[src/rtl/sd_resp_pkg.sv]
// rtl/sd_resp_pkg.sv - shared state encoding and sector geometry for the sector-transfer responder
package sd_resp_pkg;

  localparam int SECTOR_WORDS = 256;
  localparam int WORD_W       = 16;

  typedef enum logic [2:0] {
    ST_IDLE    = 3'd0,
    ST_DELAY   = 3'd1,
    ST_RD_REQ  = 3'd2,
    ST_RD_PUT  = 3'd3,
    ST_WR_ADDR = 3'd4,
    ST_WR_WAIT = 3'd5,
    ST_WR_REQ  = 3'd6,
    ST_DONE    = 3'd7
  } sd_resp_state_t;

endpackage

[src/rtl/bram_sd_responder.sv]
// rtl/bram_sd_responder.sv - services one 256-word sector per sd_rd/sd_wr request against a word-addressed store
module bram_sd_responder
  import sd_resp_pkg::*;
#(
  parameter int LBA_W     = 7,
  parameter int ACK_DELAY = 4
) (
  input  logic              clk_sys,
  input  logic              RESET_N,
  input  logic [31:0]       sd_lba,
  input  logic              sd_rd,
  input  logic              sd_wr,
  output logic              sd_ack,
  output logic [7:0]        sd_buff_addr,
  output logic [WORD_W-1:0] sd_buff_dout,
  input  logic [WORD_W-1:0] sd_buff_din,
  output logic              sd_buff_wr,
  output logic [LBA_W+7:0]  mem_addr,
  output logic              mem_rd,
  output logic              mem_wr,
  output logic [WORD_W-1:0] mem_din,
  input  logic [WORD_W-1:0] mem_dout,
  input  logic              mem_ack
);

  localparam int            CW        = $clog2(ACK_DELAY + 1);
  localparam logic [CW-1:0] DLY_LAST  = CW'(ACK_DELAY - 1);
  localparam logic [7:0]    LAST_WORD = 8'(SECTOR_WORDS - 1);

  sd_resp_state_t    state_q, state_d;
  logic [7:0]        w_q, w_d;
  logic [CW-1:0]     dcnt_q, dcnt_d;
  logic [LBA_W-1:0]  lba_q, lba_d;
  logic              oor_q, oor_d;
  logic              is_rd_q, is_rd_d;
  logic [7:0]        addr_q, addr_d;
  logic [WORD_W-1:0] dout_q, dout_d;
  logic [WORD_W-1:0] din_q, din_d;
  logic              step_ok;

  // Out-of-range sectors never touch the store, so each word completes at once.
  assign step_ok = oor_q | mem_ack;

  always_comb begin
    state_d = state_q;
    w_d     = w_q;
    dcnt_d  = dcnt_q;
    lba_d   = lba_q;
    oor_d   = oor_q;
    is_rd_d = is_rd_q;
    addr_d  = addr_q;
    dout_d  = dout_q;
    din_d   = din_q;
    case (state_q)
      ST_IDLE: begin
        if (sd_rd | sd_wr) begin
          is_rd_d = sd_rd;
          lba_d   = sd_lba[LBA_W-1:0];
          oor_d   = |sd_lba[31:LBA_W];
          w_d     = 8'd0;
          dcnt_d  = '0;
          state_d = ST_DELAY;
        end
      end
      ST_DELAY: begin
        if (dcnt_q == DLY_LAST) begin
          if (is_rd_q) begin
            state_d = ST_RD_REQ;
          end else begin
            addr_d  = w_q;
            state_d = ST_WR_ADDR;
          end
        end else begin
          dcnt_d = dcnt_q + 1'b1;
        end
      end
      ST_RD_REQ: begin
        if (step_ok) begin
          dout_d  = oor_q ? '0 : mem_dout;
          addr_d  = w_q;
          state_d = ST_RD_PUT;
        end
      end
      ST_RD_PUT: begin
        if (w_q == LAST_WORD) begin
          state_d = ST_DONE;
        end else begin
          w_d     = w_q + 8'd1;
          state_d = ST_RD_REQ;
        end
      end
      ST_WR_ADDR: state_d = ST_WR_WAIT;
      ST_WR_WAIT: begin
        // Buffer RAM answers one cycle after the address, i.e. during this state.
        din_d   = sd_buff_din;
        state_d = ST_WR_REQ;
      end
      ST_WR_REQ: begin
        if (step_ok) begin
          if (w_q == LAST_WORD) begin
            state_d = ST_DONE;
          end else begin
            w_d     = w_q + 8'd1;
            addr_d  = w_q + 8'd1;
            state_d = ST_WR_ADDR;
          end
        end
      end
      ST_DONE: state_d = ST_IDLE;
      default: state_d = ST_IDLE;
    endcase
  end

  always_ff @(posedge clk_sys or negedge RESET_N) begin
    if (!RESET_N) begin
      state_q <= ST_IDLE;
      w_q     <= 8'd0;
      dcnt_q  <= '0;
      lba_q   <= '0;
      oor_q   <= 1'b0;
      is_rd_q <= 1'b0;
      addr_q  <= 8'd0;
      dout_q  <= '0;
      din_q   <= '0;
    end else begin
      state_q <= state_d;
      w_q     <= w_d;
      dcnt_q  <= dcnt_d;
      lba_q   <= lba_d;
      oor_q   <= oor_d;
      is_rd_q <= is_rd_d;
      addr_q  <= addr_d;
      dout_q  <= dout_d;
      din_q   <= din_d;
    end
  end

  assign sd_ack       = (state_q != ST_IDLE) && (state_q != ST_DELAY);
  assign sd_buff_wr   = (state_q == ST_RD_PUT);
  assign sd_buff_addr = addr_q;
  assign sd_buff_dout = dout_q;
  assign mem_addr     = {lba_q, w_q};
  assign mem_rd       = (state_q == ST_RD_REQ) && !oor_q;
  assign mem_wr       = (state_q == ST_WR_REQ) && !oor_q;
  assign mem_din      = din_q;

endmodule

[config.mk]
export PLATFORM = sky130hd
export DESIGN_NAME = bram_sd_responder
export DESIGN_NICKNAME = d
export VERILOG_FILES = /design/src/rtl/sd_resp_pkg.sv /design/src/rtl/bram_sd_responder.sv
export SDC_FILE = /design/constraint.sdc
export NUM_CORES = 1
export LEC_CHECK = 0
export BUFFER_PORTS_ARGS = -buffer_cell sky130_fd_sc_hd__buf_2
export CAP_MARGIN = 20
export CORE_MARGIN = 10
export CORE_UTILIZATION = 25
export DETAILED_ROUTE_END_ITERATION = 7
export PLACE_DENSITY = 0.45
export SLEW_MARGIN = 20
export SYNTH_ARGS = -nofsm -noshare
export SYNTH_HDL_FRONTEND = slang
export SYNTH_SLANG_ARGS = --single-unit
[constraint.sdc]
create_clock -name clk_sys -period 5.1 [get_ports clk_sys]
set_input_delay 0.765 -clock clk_sys [delete_from_list [all_inputs] [get_ports clk_sys]]
set_output_delay 0.765 -clock clk_sys [all_outputs]
set_load 0.1 [all_outputs]
==> run_results.csv <==
group,metric,value,unit
status,status,"complete, no violations",
detailed_routing,drc,0,
cts,cts_hold_buf,0,
power_and_ir_drop,vdd_drop_max,0.400,mV
cts,clkTransAtPathRegs,0.06,ns
yosys,seq_area_frac_synth,53.7,%
power_and_ir_drop,p_total,2.16,mW
detailed_routing,via_per_inst,4.74,
detailed_routing,ant_nets,0,
timing,relSlewSlack,53.0,%
detailed_routing,vias,2444,
timing,holdWs,0.413,ns
cts,post_cts_buffers,0,
power_and_ir_drop,p_per_area,545,mW/mm^2
critical_path,critical_path_class,"flip-flop to primary output",
yosys,syn-num-nets,314,
yosys,ys_ff_latch,63,
layout,layout-drive-gt1-share,49.3,%
placement,gp_congestion,0.758,
layout,area_growth,35.1,%
cts,cts_inserted_buffers,9,
cts,clock_latency,0.32,ns
grt,antenna_found_initial,0,
detailed_routing,dr.first_iter.drc_count,142,
cts,clk_path_buf_depth,2,
yosys,ys.flop_type,"dfrtp_1",
cts,clock-sinks,63,
floorplan,io_pins,128,
timing,finalHoldViolCount,0,
grt,globalRouteTotalUtil,10.7,%
cts,root_buffer,"clkbuf_16",
timing,worstMarginPinSlew,0.702,ns
yosys,synthArstFlopShare,100,%
placement,placed_cell_area,0.00370,mm^2
timing,fmax,0.339,GHz
timing,finalSetupViolations,0,
layout,final_common_cell,"buf_2",
layout,antenna_cells,0,
floorplan,initial_utilization,25.6,%
detailed_routing,routed_wl,8720,um
yosys,synth_edf_count,0,
timing,min_period,2.95,ns
cts,htreeDepth,3,
layout,fin_area,0.00396,mm^2
power_and_ir_drop,power_leakage,1.96,nW
cts,cts-resized-gates,0,
placement,io_buffers,127,
critical_path,crit_arrival,2.18,ns
grt,grt_pass1_wl,14300,um
run,cap_violations,0,
yosys,synth.distinct_cells,44,
layout,final_nets,441,
floorplan,core-area,0.0115,mm^2
critical_path,r2r_cells,4,
critical_path,critPathCaptureType,"primary output",
timing,clock-skew-final,0.00386,ns
timing,rsz0062_at_grt,"no",
floorplan,rows,39,
worst_hold_path,min_path_type,"input port to asynchronous set/reset pin",
placement,dp_hpwl,6620,um
timing,fin_crit_sh,57.8,%
critical_path,crit_path_max_fanout,22,
floorplan,die_area,0.0165,mm^2
grt,overflow,0,
yosys,synth.avg_cell_area,12.1,um^2
yosys,synthCells,242,
critical_path,cp-start-kind,"flip-flop",
floorplan,die_x,128,um
grt,grt_pass1_vias,2715,
layout,layout_common_cells,"buf_2, dfrtp_1, mux2_2, a22o_1, nor2_1",
timing,fin_tns_setup,0,ns
grt,grt_max_degree,45,
yosys,synth_area,0.00293,mm^2
detailed_routing,drtPass1Iterations,4,
cts,cts_tree,"yes",
detailed_routing,routedWlPerCell,16.9,um
yosys,yosys_warnings,0,
floorplan,die_y,128,um
timing,slew_violations,0,
critical_path,required,4.34,ns
-- synth_stat cells, types with 3 or more instances --
cell       n  share of area, %
dfrtp_1   63                54
inv_1      4              0.51
clkbuf_1   4              0.51
nor4_1     6               1.3
nand2_1    8               1.0
xnor2_1    5               1.5
a21oi_1    4              0.68
buf_2      5              0.85
a22o_1    18               5.4
nor3b_1    3              0.77
nor2_1    14               1.8
a21o_1     4               1.0
o21ai_0   11               1.9
ha_1       3               1.3
nand3_1    5              0.85
or2_2      4              0.85
o22a_1     4               1.2
mux2_2    33                13
nand4_1    3              0.64
nor3_1     7               1.2
xor2_1     4               1.2
-- final cells by class --
class	count	area (um^2)
Clock inverter	4	22.5
Sequential cell	63	1580
Timing Repair Buffer	128	643
Inverter	4	15.0
Tap cell	143	179
Fill cell	1168	7500
Clock buffer	11	243
Multi-Input combinational cell	163	1280
-- critical path, cell delays in order (launching register included) --
cell	delay (ns)
dfrtp_1	0.74
nand3b_1	0.46
nor2_1	0.20
buf_2	0.46
-- cells by family (layout without fill, tap and decap cells) --
kind of cell	count (synthesis)	in the layout	share of synthesized area, %
buffers and inverters	16	147	2.52
adders and majority gates	3	3	1.28
muxes	33	33	12.7
xor gates and xnor gates	9	9	2.69
DFF	63	63	53.7
and+or+nand+nor	63	63	12.3
AOI/OAI and AO/OA	55	55	14.8
-- sequential cells by signal, summed over array words and instances (netlist names) --
register and count:
lba_q 7, is_rd_q 1, sd_buff_addr 8, state_q 3
dcnt_q 3, sd_buff_dout 16, oor_q 1, w_q 8
mem_din 16
-- through the flow --
step | cells | setup WS [ns] | util (%)
floorplan | 242 | 0.419 | -
global placement | 501 | 2.54 | 32.2
detailed placement | 501 | 2.50 | 32.2
CTS | 516 | 2.14 | 34.6
global route | 516 | 1.94 | 34.6
finish | 516 | 2.15 | 34.6
-- worst paths after layout --
check                                        from                            to  slack [ns]
max                        state_q[1]$_DFFE_PN0P_                        mem_wr        2.15
min                                       RESET_N            w_q[3]$_DFFE_PN0P_        0.41
max reg2reg                state_q[1]$_DFFE_PN0P_            w_q[1]$_DFFE_PN0P_        2.75
min reg2reg                 dcnt_q[2]$_DFFE_PN0P_         dcnt_q[2]$_DFFE_PN0P_        0.50
max in group asynchronous                 RESET_N  sd_buff_dout[13]$_DFFE_PN0P_        3.71
min in group clk_sys        dcnt_q[2]$_DFFE_PN0P_         dcnt_q[2]$_DFFE_PN0P_        0.50
-- layer usage --
layer	routed length, um	share of wire (%)	track usage [%]
met5	0	0	0
met4	106	1.2	3.58
met3	779	8.9	4.72
met2	3930	45	16.5
met1	3900	45	13.2
-- where the power goes --
group | switching [mW] | internal (mW) | total (mW)
Sequential | 0.0890 | 0.574 | 0.663
Combinational | 0.744 | 0.200 | 0.944
Clock | 0.216 | 0.337 | 0.553
No activity file was read; power rests on OpenSTA's default activity.
